$ cat src/rtl/pl_mem_access.sv
// MEM-stage load/store bus access: one bus transaction per access, pipeline stall, timeout.
// Optional MISALIGN_TRAP_EN: trap misaligned h/w accesses instead of forcing alignment.
//
// state  | meaning
// IDLE   | waiting for an access; bus fields latched on leaving
// ACCESS | mem_req high, waiting for mem_ready or timeout
// DONE   | one-cycle release; pipeline advances, stall dropped
module pl_mem_access #(
  parameter int WAIT_MAX = 15
) (
  input  logic        clk,
  input  logic        reset,
  input  logic [31:0] ALUResultM,
  input  logic [31:0] WriteDataM,
  input  logic [2:0]  funct3M,
  input  logic [1:0]  ResultSrcM,
  input  logic        MemWriteM,
  output logic        mem_req,
  output logic        mem_we,
  output logic [31:0] mem_addr,
  output logic [31:0] mem_wdata,
  output logic [3:0]  mem_be,
  input  logic        mem_ready,
  input  logic [31:0] mem_rdata,
  output logic [31:0] ReadDataM,
  output logic        StallM,
  output logic        BusErrM,
  output logic        MisalignM
);

  typedef enum logic [1:0] {S_IDLE, S_ACCESS, S_DONE} state_t;

  localparam logic [7:0] WAIT_LAST = 8'(WAIT_MAX - 1);

  state_t      state, state_nx;
  logic [7:0]  wait_cnt;
  logic [1:0]  lane_q;
  logic [2:0]  f3_q;

  logic        access, size_half, size_word, misalign_trap, start;
  logic        complete, timeout;
  logic [1:0]  lane;
  logic [3:0]  be_nx;
  logic [31:0] wdata_nx;
  logic [7:0]  byte_sel;
  logic [15:0] half_sel;
  logic [31:0] load_ext;

  assign access    = MemWriteM | (ResultSrcM == 2'b01);
  assign size_half = (funct3M[1:0] == 2'b01);
  assign size_word = funct3M[1];

  // Lane is always size-aligned; with the trap enabled misaligned accesses never start.
  assign lane = size_word ? 2'b00 : (size_half ? {ALUResultM[1], 1'b0} : ALUResultM[1:0]);

`ifdef MISALIGN_TRAP_EN
  logic misaligned;
  assign misaligned    = (size_half & ALUResultM[0]) | (size_word & (|ALUResultM[1:0]));
  assign misalign_trap = (state == S_IDLE) & access & misaligned;
  assign MisalignM     = misalign_trap & ~reset;
`else
  assign misalign_trap = 1'b0;
  assign MisalignM     = 1'b0;
`endif

  assign start    = (state == S_IDLE) & access & ~misalign_trap;
  assign complete = (state == S_ACCESS) & mem_ready;
  assign timeout  = (state == S_ACCESS) & ~mem_ready & (wait_cnt == WAIT_LAST);
  assign mem_req  = (state == S_ACCESS);

  always_comb begin
    be_nx    = 4'b1111;
    wdata_nx = WriteDataM;
    if (!size_word && !size_half) begin
      wdata_nx = {4{WriteDataM[7:0]}};
      if (MemWriteM) be_nx = 4'b0001 << lane;
    end else if (size_half) begin
      wdata_nx = {2{WriteDataM[15:0]}};
      if (MemWriteM) be_nx = 4'b0011 << lane;
    end
  end

  always_comb begin
    state_nx = state;
    StallM   = 1'b0;
    case (state)
      S_IDLE: begin
        if (start) begin
          state_nx = S_ACCESS;
          StallM   = 1'b1;
        end
      end
      S_ACCESS: begin
        StallM = 1'b1;
        if (complete || timeout) state_nx = S_DONE;
      end
      S_DONE:  state_nx = S_IDLE;
      default: state_nx = S_IDLE;
    endcase
  end

  always_comb begin
    byte_sel = mem_rdata[7:0];
    case (lane_q)
      2'd1:    byte_sel = mem_rdata[15:8];
      2'd2:    byte_sel = mem_rdata[23:16];
      2'd3:    byte_sel = mem_rdata[31:24];
      default: byte_sel = mem_rdata[7:0];
    endcase
    half_sel = lane_q[1] ? mem_rdata[31:16] : mem_rdata[15:0];
    case (f3_q[1:0])
      2'b00:   load_ext = {{24{~f3_q[2] & byte_sel[7]}}, byte_sel};
      2'b01:   load_ext = {{16{~f3_q[2] & half_sel[15]}}, half_sel};
      default: load_ext = mem_rdata;
    endcase
  end

  always_ff @(posedge clk) begin
    if (reset) begin
      state     <= S_IDLE;
      wait_cnt  <= '0;
      mem_we    <= 1'b0;
      mem_addr  <= '0;
      mem_wdata <= '0;
      mem_be    <= '0;
      lane_q    <= '0;
      f3_q      <= '0;
      ReadDataM <= '0;
      BusErrM   <= 1'b0;
    end else begin
      state   <= state_nx;
      BusErrM <= timeout;
      if (start) begin
        wait_cnt  <= '0;
        mem_we    <= MemWriteM;
        mem_addr  <= {ALUResultM[31:2], 2'b00};
        mem_wdata <= wdata_nx;
        mem_be    <= be_nx;
        lane_q    <= lane;
        f3_q      <= funct3M;
      end else if ((state == S_ACCESS) && !mem_ready) begin
        wait_cnt <= wait_cnt + 8'd1;
      end
      if (complete && !mem_we) ReadDataM <= load_ext;
    end
  end

endmodule

$ cat config.mk
export PLATFORM = sky130hd
export DESIGN_NAME = pl_mem_access
export DESIGN_NICKNAME = d
export VERILOG_FILES = /design/src/rtl/pl_mem_access.sv
export SDC_FILE = /design/constraint.sdc
export NUM_CORES = 1
export LEC_CHECK = 0
export CAP_MARGIN = 20
export CORE_MARGIN = 2
export CORE_UTILIZATION = 46
export DETAILED_ROUTE_END_ITERATION = 10
export GPL_TIMING_DRIVEN = 0
export PLACE_DENSITY_LB_ADDON = 0.3
export REMOVE_ABC_BUFFERS = 1
export SETUP_SLACK_MARGIN = 0.05
export SLEW_MARGIN = 30
export SYNTH_ARGS = -nofsm -noshare
export SYNTH_HDL_FRONTEND = slang
export SYNTH_SLANG_ARGS = --single-unit
$ cat constraint.sdc
create_clock -name clk -period 2.9 [get_ports clk]
set_clock_uncertainty 0.05 [all_clocks]
set_input_delay 0.435 -clock clk [delete_from_list [all_inputs] [get_ports clk]]
set_output_delay 0.435 -clock clk [all_outputs]
set_load 0.005 [all_outputs]
==> run_results.csv, run 1 <==
group,metric,value,unit
route,antenna_left,0,
worst_hold_path,worstHoldStart,"reset",
route,number_of_detailed_route_iterations_in_the_first_pass,4,
sta,final.min_clock_period,2.49,ns
power_and_ir_drop,cellPowerDensity,610,nW/µm²
sta,tns,0,ns
power_and_ir_drop,power.total,0.00478,W
cts,numCtsBuffers,17,
worst_hold_path,holdPathEnd,"mem_wdata[6]$_SDFFE_PP0P_",
global_route,globalRoute.totalOverflow,0,
power_and_ir_drop,switching_power,0.00117,W
sta,timing.slew.headroom,53.5,%
critical_path,r2r_slack,0.57,ns
finish,finalCoreUtilization,72.5,%
sta,final_hold_viol_count,0,
finish,non_filler_cells_final,963,
route,remaining_drc_errors,0,
route,first_iter_violations,265,
synth,post_synthesis_area_per_instance,8.01,µm²
synth,yosysUniqueCellTypes,45,
floorplanning,initial_utilization,46.9,%
global_route,globalRouteTotalUtil,26.5,%
synth,top_flip_flop_cell_by_instance_count_after_synthesis,"sky130_fd_sc_hd__dfxtp_1",
cts,hold_buffers,0,
finish,commonest_non_fill_non_tap_cells_in_the_layout,"sky130_fd_sc_hd__clkdlybuf4s50_1 (203), sky130_fd_sc_hd__nand2_1 (147), sky130_fd_sc_hd__dfxtp_1 (113)",
synth,ys_seq_elements,115,
cts,clock_tree.root_cell,"sky130_fd_sc_hd__clkbuf_8",
power_and_ir_drop,pwr-share-seq,37.4,%
floorplanning,io-pin-count,210,
global_route,grt_pass1_vias,5290,
finish,antenna_cells,0,
floorplanning,placementRows,38,
cts,clock_sinks,115,
cts,postCtsResizedCells,0,
cts,cts.htree.levels,4,
critical_path,r2r.worst_path.cells,4,
critical_path,worstPathRequired,2.41,ns
floorplanning,dieHeight,109,µm
sta,timing.final.max_slew_violations,0,
global_route,largest_net_degree_at_the_start_of_global_routing,63,
critical_path,critical_path_class,"input pin to output port",
placement,port-buffer-count,206,
cts,tritoncts,"yes",
critical_path,timing.rr.end,"ReadDataM[22]$_SDFFE_PP0P_",
sta,post-route-worst-setup-slack,0.410,ns
finish,fin_nets,921,
power_and_ir_drop,power.static_leakage,2.83,nW
power_and_ir_drop,maximum_resistive_drop_on_vdd,398,µV
cts,post-cts-setup-buffers,0,
route,wire_per_inst,15.9,µm
placement,place.detailed.instances,931,
critical_path,worstSetupEndpointType,"output port",
placement,pre_cts_worst_setup_slack,-0.316,ns
cts,path_clk_slew,0.06,ns
route,vias,5182,
critical_path,critPathArrivalTime,2.01,ns
synth,syn_area,5060,µm²
power_and_ir_drop,power_switching_share,24.5,%
outcome,outcome,"finished, final reports clean",
sta,rsz0062_at_grt,"false",
finish,area.growth.synth_to_final,54.5,%
critical_path,start_kind,"input pin",
route,post_drt_via_cell_ratio,5.38,
floorplanning,design.core.area,10800,µm²
critical_path,reg2reg_launch_point,"state[1]$_SDFFE_PP0P_",
cts,cts_max_path_buffers,2,
floorplanning,die_width,109,µm
critical_path,cp_max_fo,3,
worst_hold_path,whs_path_depth,2,
power_and_ir_drop,clockPowerShare,44.9,%
synth,synth_async_reset_ratio,0,%
synth,synth.yosys.seq_area_share,45.5,%
global_route,antenna_found_initial,0,
power_and_ir_drop,combPwrFrac,17.7,%
placement,dp_hpwl,10800,µm
power_and_ir_drop,p_int,0.00361,W
cts,clk_latency,0.51,ns
synth,synth_enable_flop_cells,0,
floorplanning,die_area,11900,µm²
sta,setup_viol,0,
run,timing.max_cap.violations,0,
worst_hold_path,tightest_hold_check_type,"input pin to register",
synth,synth-warning-count,0,
global_route,grt_first_pass_wirelength,24800,µm
placement,gp_congestion,0.868,
sta,max_freq,402,MHz
finish,layout_commonest_cell,"sky130_fd_sc_hd__clkdlybuf4s50_1",
finish,drive_above_1_share,6.56,%
synth,postSynthCellCount,632,
sta,final.period_utilization,85.9,%
route,wl_final,15400,µm
sta,timing_worst_slew_pin_value,0.698,ns
[metal layers]
layer	vias to the layer above	track usage [%]	wire, µm
li1	2538	-	-
met1	2402	29.5	5950
met2	214	45.0	7590
met3	28	10.3	1460
met4	0	11.4	362
met5	-	0	0
[cell families (layout without fill, tap and decap cells)]
family,after synthesis,count (layout),synth area share (%)
flip-flops,115,115,45.5
other,1,3,0.0740
AO/OA/AOI/OAI,153,153,19.9
buffers and inverters,61,250,5.16
AND/OR/NAND/NOR,267,267,22.3
adder cells (fa/ha/maj),6,6,1.48
XOR/XNOR,7,7,1.21
multiplexers,22,22,4.42
[flip-flops by register name, indices dropped and copies added (netlist names)]
| register | count |
|---|---|
| state | 2 |
| BusErrM | 1 |
| mem_be | 4 |
| mem_we | 1 |
| wait_cnt | 8 |
| ReadDataM | 32 |
| mem_addr | 30 |
| mem_wdata | 32 |
| f3_q | 3 |
| lane_q | 2 |
[power by group through the flow]
stage / logic [W] / clock network (W) / registers [W]
3_5_place_dp: 0.000840 / 0 / 0.00182
4_1_cts: 0.000848 / 0.00217 / 0.00179
3_3_place_gp: 0.000797 / 0 / 0.00181
5_1_grt: 0.000921 / 0.00224 / 0.00180
6_report: 0.000843 / 0.00215 / 0.00179
2_1_floorplan: 0.000294 / 0 / 0.00182
[worst max-delay path by stage]
stage                     slack [ns]                  endpoint  cells after the start           from
after floorplan                -0.34  wait_cnt[1]$_SDFFE_PP0P_                      4  ResultSrcM[0]
after global placement         -2.26  wait_cnt[1]$_SDFFE_PP0P_                      5  ResultSrcM[0]
after detailed placement       -0.32    mem_be[2]$_SDFFE_PP0P_                      6     funct3M[0]
after CTS                       0.25    mem_be[3]$_SDFFE_PP0P_                      7     funct3M[0]
after global routing            0.36                    StallM                      5  ResultSrcM[0]
final                           0.41                    StallM                      5  ResultSrcM[0]
[critical path: stages]
cell and delay (ns):
sky130_fd_sc_hd__clkdlybuf4s50_1 0.45, sky130_fd_sc_hd__nor2b_1 0.39, sky130_fd_sc_hd__nor3_1 0.08, sky130_fd_sc_hd__nor2_1 0.12, sky130_fd_sc_hd__clkdlybuf4s50_1 0.53
[cell usage after synthesis, types with 2 or more instances]
| cell | count | area share [%] |
|---|---|---|
| sky130_fd_sc_hd__a211oi_1 | 37 | 5.5 |
| sky130_fd_sc_hd__a21oi_1 | 60 | 5.9 |
| sky130_fd_sc_hd__a311oi_1 | 16 | 2.8 |
| sky130_fd_sc_hd__a31o_2 | 7 | 1.2 |
| sky130_fd_sc_hd__a32oi_1 | 7 | 1.2 |
| sky130_fd_sc_hd__and3_1 | 2 | 0.25 |
| sky130_fd_sc_hd__buf_1 | 3 | 0.22 |
| sky130_fd_sc_hd__buf_2 | 11 | 1.1 |
| sky130_fd_sc_hd__buf_4 | 3 | 0.44 |
| sky130_fd_sc_hd__clkbuf_1 | 36 | 2.7 |
| sky130_fd_sc_hd__dfxtp_1 | 115 | 45 |
| sky130_fd_sc_hd__ha_1 | 6 | 1.5 |
| sky130_fd_sc_hd__inv_1 | 6 | 0.44 |
| sky130_fd_sc_hd__mux2_2 | 3 | 0.67 |
| sky130_fd_sc_hd__mux2i_1 | 19 | 3.8 |
| sky130_fd_sc_hd__nand2_1 | 147 | 11 |
| sky130_fd_sc_hd__nand2b_1 | 6 | 0.74 |
| sky130_fd_sc_hd__nand3_1 | 14 | 1.4 |
| sky130_fd_sc_hd__nand3b_1 | 7 | 1.0 |
| sky130_fd_sc_hd__nand4_1 | 2 | 0.25 |
| sky130_fd_sc_hd__nor2_1 | 69 | 5.1 |
| sky130_fd_sc_hd__nor2b_1 | 4 | 0.49 |
| sky130_fd_sc_hd__nor3_1 | 5 | 0.49 |
| sky130_fd_sc_hd__nor4_1 | 4 | 0.49 |
| sky130_fd_sc_hd__o21ai_0 | 17 | 1.7 |
| sky130_fd_sc_hd__o21ai_1 | 2 | 0.20 |
| sky130_fd_sc_hd__xnor2_1 | 5 | 0.86 |
| sky130_fd_sc_hd__xor2_1 | 2 | 0.35 |
[per-stage QoR]
step	cell area, µm²	hold WS, ns
final	7830	0.236
after CTS	7830	0.226
after global placement	7070	0.391
after global routing	7830	0.247
after detailed placement	7220	0.398
after floorplan	4840	0.397
[area by class of cell]
| class | count | area, µm² |
|---|---|---|
| Clock inverter | 10 | 155 |
| Sequential cell | 115 | 2300 |
| Inverter | 7 | 26.3 |
| Multi-Input combinational cell | 458 | 2540 |
| Fill cell | 823 | 2970 |
| Clock buffer | 22 | 453 |
| Timing Repair Buffer | 211 | 2170 |
| Tap cell | 140 | 175 |
No activity file was read; power rests on OpenSTA's default activity.
==> inputs of run 2 (changes only) <==
Settings changed: CTS_CLUSTER_SIZE from default to 24.
==> results of run 2 <==
Same layout as run 1: the final DEF is identical, and so are final timing and power.
==> inputs of run 3 (changes only) <==
Settings changed: ABC_AREA from default to 1, CORE_UTILIZATION 46 to 55, DONT_BUFFER_PORTS from default to 1.
==> run 3 against run 2 <==
Against the previous run:
- clock-buffer cell count down 5
- global-route usage is 1.9 points lower
- critical path type is now register to register
- register-to-register slack improved by 0.08 ns
==> run_results.csv, run 3 <==
group,metric,value,unit
route,antenna_left,0,
placement,pre_cts_worst_setup_slack,0.612,ns
global_route,antenna_found_initial,0,
cts,hold_buffers,1,
finish,drive_above_1_share,7.18,%
floorplanning,design.core.area,9330,µm²
sta,max_freq,444,MHz
route,wl_final,13700,µm
worst_hold_path,tightest_hold_check_type,"input pin to register",
finish,area.growth.synth_to_final,9.83,%
finish,layout_commonest_cell,"sky130_fd_sc_hd__nand2_1",
sta,rsz0062_at_grt,"false",
global_route,largest_net_degree_at_the_start_of_global_routing,87,
synth,synth_async_reset_ratio,0,%
floorplanning,dieHeight,103,µm
route,dr.max_layer_used,"met4",
sta,final.min_clock_period,2.25,ns
power_and_ir_drop,maximum_resistive_drop_on_vdd,455,µV
placement,dp_hpwl,9470,µm
synth,postSynthCellCount,778,
cts,post-cts-setup-buffers,0,
synth,synth.yosys.seq_area_share,43.1,%
synth,synthTopCellsByArea,"sky130_fd_sc_hd__dfxtp_1 (43%), sky130_fd_sc_hd__nand2_1 (11%), sky130_fd_sc_hd__nor2_1 (9.9%)",
global_route,grt_first_pass_wirelength,20500,µm
sta,tns,0,ns
critical_path,path_cells,"nor2_1 > nand2_2 > inv_4 > buf_12 > o21ai_0 > a21oi_1",
finish,antenna_cells,0,
critical_path,reg2reg_launch_point,"state[1]$_SDFFE_PP0P_",
global_route,grt_pass1_vias,4417,
synth,syn_area,5350,µm²
finish,reg_top3,"ReadDataM: 32 flops, mem_wdata: 32 flops, mem_addr: 30 flops",
sta,setup_viol,0,
run,timing.max_cap.violations,0,
synth,netlist.top_cell.by_area,"sky130_fd_sc_hd__dfxtp_1",
synth,yosys.area.top_type_share,43.1,%
outcome,outcome,"finished, final reports clean",
worst_hold_path,holdPathEnd,"ReadDataM[21]$_SDFFE_PP0P_",
power_and_ir_drop,power.static_leakage,2.72,nW
finish,fin_nets,864,
critical_path,worstPathRequired,3.29,ns
critical_path,worst_setup_path_startpoint,"state[1]$_SDFFE_PP0P_",
synth,yosysUniqueCellTypes,30,
floorplanning,die_area,10500,µm²
worst_hold_path,worstHoldStart,"reset",
critical_path,timing.rr.end,"mem_wdata[8]$_SDFFE_PP0P_",
route,post_drt_via_cell_ratio,5.44,
sta,timing.final.max_slew_violations,0,
critical_path,start_kind,"register",
cts,tritoncts,"yes",
critical_path,r2r.worst_path.cells,6,
finish,commonest_non_fill_non_tap_cells_in_the_layout,"sky130_fd_sc_hd__nand2_1 (157), sky130_fd_sc_hd__nor2_1 (140), sky130_fd_sc_hd__dfxtp_1 (114)",
worst_hold_path,whs_path_depth,3,
cts,path_clk_slew,0.06,ns
sta,final.period_utilization,77.7,%
synth,synth-warning-count,0,
route,remaining_drc_errors,0,
floorplanning,placementRows,35,
synth,ys_seq_elements,115,
route,met1Wirelength,5520,µm
synth,post_synthesis_area_per_instance,6.87,µm²
route,wire_per_inst,15.3,µm
critical_path,cp_max_fo,61,
cts,cts.htree.levels,4,
cts,cts_max_path_buffers,2,
placement,gp_congestion,0.832,
critical_path,critPathMaxStageDelay,0.53,ns
critical_path,cpMaxStageDelayCell,"sky130_fd_sc_hd__inv_4",
critical_path,r2r_slack,0.65,ns
critical_path,critPathArrivalTime,2.64,ns
route,vias,4868,
floorplanning,initial_utilization,57.3,%
floorplanning,die_width,103,µm
cts,postCtsResizedCells,0,
sta,timing_worst_slew_pin_value,0.873,ns
critical_path,critical_path_class,"register to register",
power_and_ir_drop,cellPowerDensity,755,nW/µm²
route,met2_length,6860,µm
cts,clock_tree.root_cell,"sky130_fd_sc_hd__clkbuf_8",
cts,clk_latency,0.50,ns
global_route,globalRoute.totalOverflow,0,
global_route,globalRouteTotalUtil,24.6,%
critical_path,cp_top_family,"buffers and inverters",
route,number_of_detailed_route_iterations_in_the_first_pass,5,
placement,port-buffer-count,0,
synth,ys_top_cells_by_count,"sky130_fd_sc_hd__nand2_1 (157), sky130_fd_sc_hd__nor2_1 (141), sky130_fd_sc_hd__dfxtp_1 (115)",
cts,numCtsBuffers,17,
route,wl_met3,1060,µm
cts,clock_sinks,115,
sta,post-route-worst-setup-slack,0.646,ns
critical_path,worstSetupEndpointType,"register",
synth,synth_enable_flop_cells,0,
route,first_iter_violations,225,
synth,top_flip_flop_cell_by_instance_count_after_synthesis,"sky130_fd_sc_hd__dfxtp_1",
critical_path,critPathBufInv,2,
synth,post-synth-top-count-cell,"sky130_fd_sc_hd__nand2_1",
sta,final_hold_viol_count,0,
sta,timing.slew.headroom,41.7,%
floorplanning,io-pin-count,210,
==> run 3: cell types whose count changed after synthesis, sizes merged, moves of 12 or more <==
cell	change
nor2	+76
o21ai	+74
inv	+65
a211oi	-37
nand3	+26
mux2i	-19
a21oi	+17
a311oi	-17
clkbuf	-17
nand2	+12
==> run 3: cell type report <==
cell class | count | area (µm²)
Multi-Input combinational cell | 545 | 2520
Sequential cell | 115 | 2300
Timing Repair Buffer | 2 | 30.0
Tap cell | 129 | 161
Inverter | 72 | 275
Fill cell | 889 | 3460
Clock inverter | 15 | 169
Clock buffer | 17 | 414
==> run 3: metal layers <==
metal | vias up | track usage (%)
met3 | 22 | 8.00
met5 | - | 0
met2 | 172 | 41.7
met4 | 0 | 9.74
met1 | 2235 | 29.0
li1 | 2439 | -
==> run 3: worst max path at each step <==
stage,cells after the start,endpoint,slack (ns)
2_1_floorplan,7,mem_wdata[16]$_SDFFE_PP0P_,0.18
4_1_cts,3,StallM,0.63
3_5_place_dp,8,mem_wdata[8]$_SDFFE_PP0P_,0.61
6_report,6,mem_wdata[8]$_SDFFE_PP0P_,0.65
5_1_grt,6,mem_wdata[28]$_SDFFE_PP0P_,0.42
3_3_place_gp,7,mem_wdata[29]$_SDFFE_PP0P_,-0.71
==> run 3: worst reg2reg max path, delay by kind of cell, from the launching register on <==
kind,cells,cell delay [ns]
and+or+nand+nor,2,0.66
AOI/OAI and AO/OA,2,0.30
buffers and inverters,2,0.84
DFF,1,0.34
==> run 3: power by group <==
group / switching, W / leakage, nW / internal, W
Combinational: 0.000348 / 1.49 / 0.000174
Sequential: 0.000139 / 0.948 / 0.00173
Clock: 0.000791 / 0.278 / 0.00124
==> run 3: cells by family (layout without fill, tap and decap cells) <==
group | after synthesis | count (layout) | share of synthesized area, %
AND/OR/NAND/NOR | 356 | 356 | 27.8
flip-flops | 115 | 115 | 43.1
other | 1 | 3 | 0.0702
buffers and inverters | 120 | 106 | 10.0
AO/OA/AOI/OAI | 180 | 180 | 17.6
adder cells (fa/ha/maj) | 6 | 6 | 1.40
==> run 3: stage by stage <==
step	std cells	hold slack, ns	area (µm²)	utilization (%)	power, W
after floorplan	732	0.408	5090	-	0.00227
after global placement	861	0.419	5250	56.3	0.00240
after detailed placement	862	0.439	5280	56.6	0.00242
after CTS	895	0.00809	5870	62.9	0.00447
after global routing	895	0.00781	5870	62.9	0.00465
final	895	0.0391	5870	62.9	0.00443
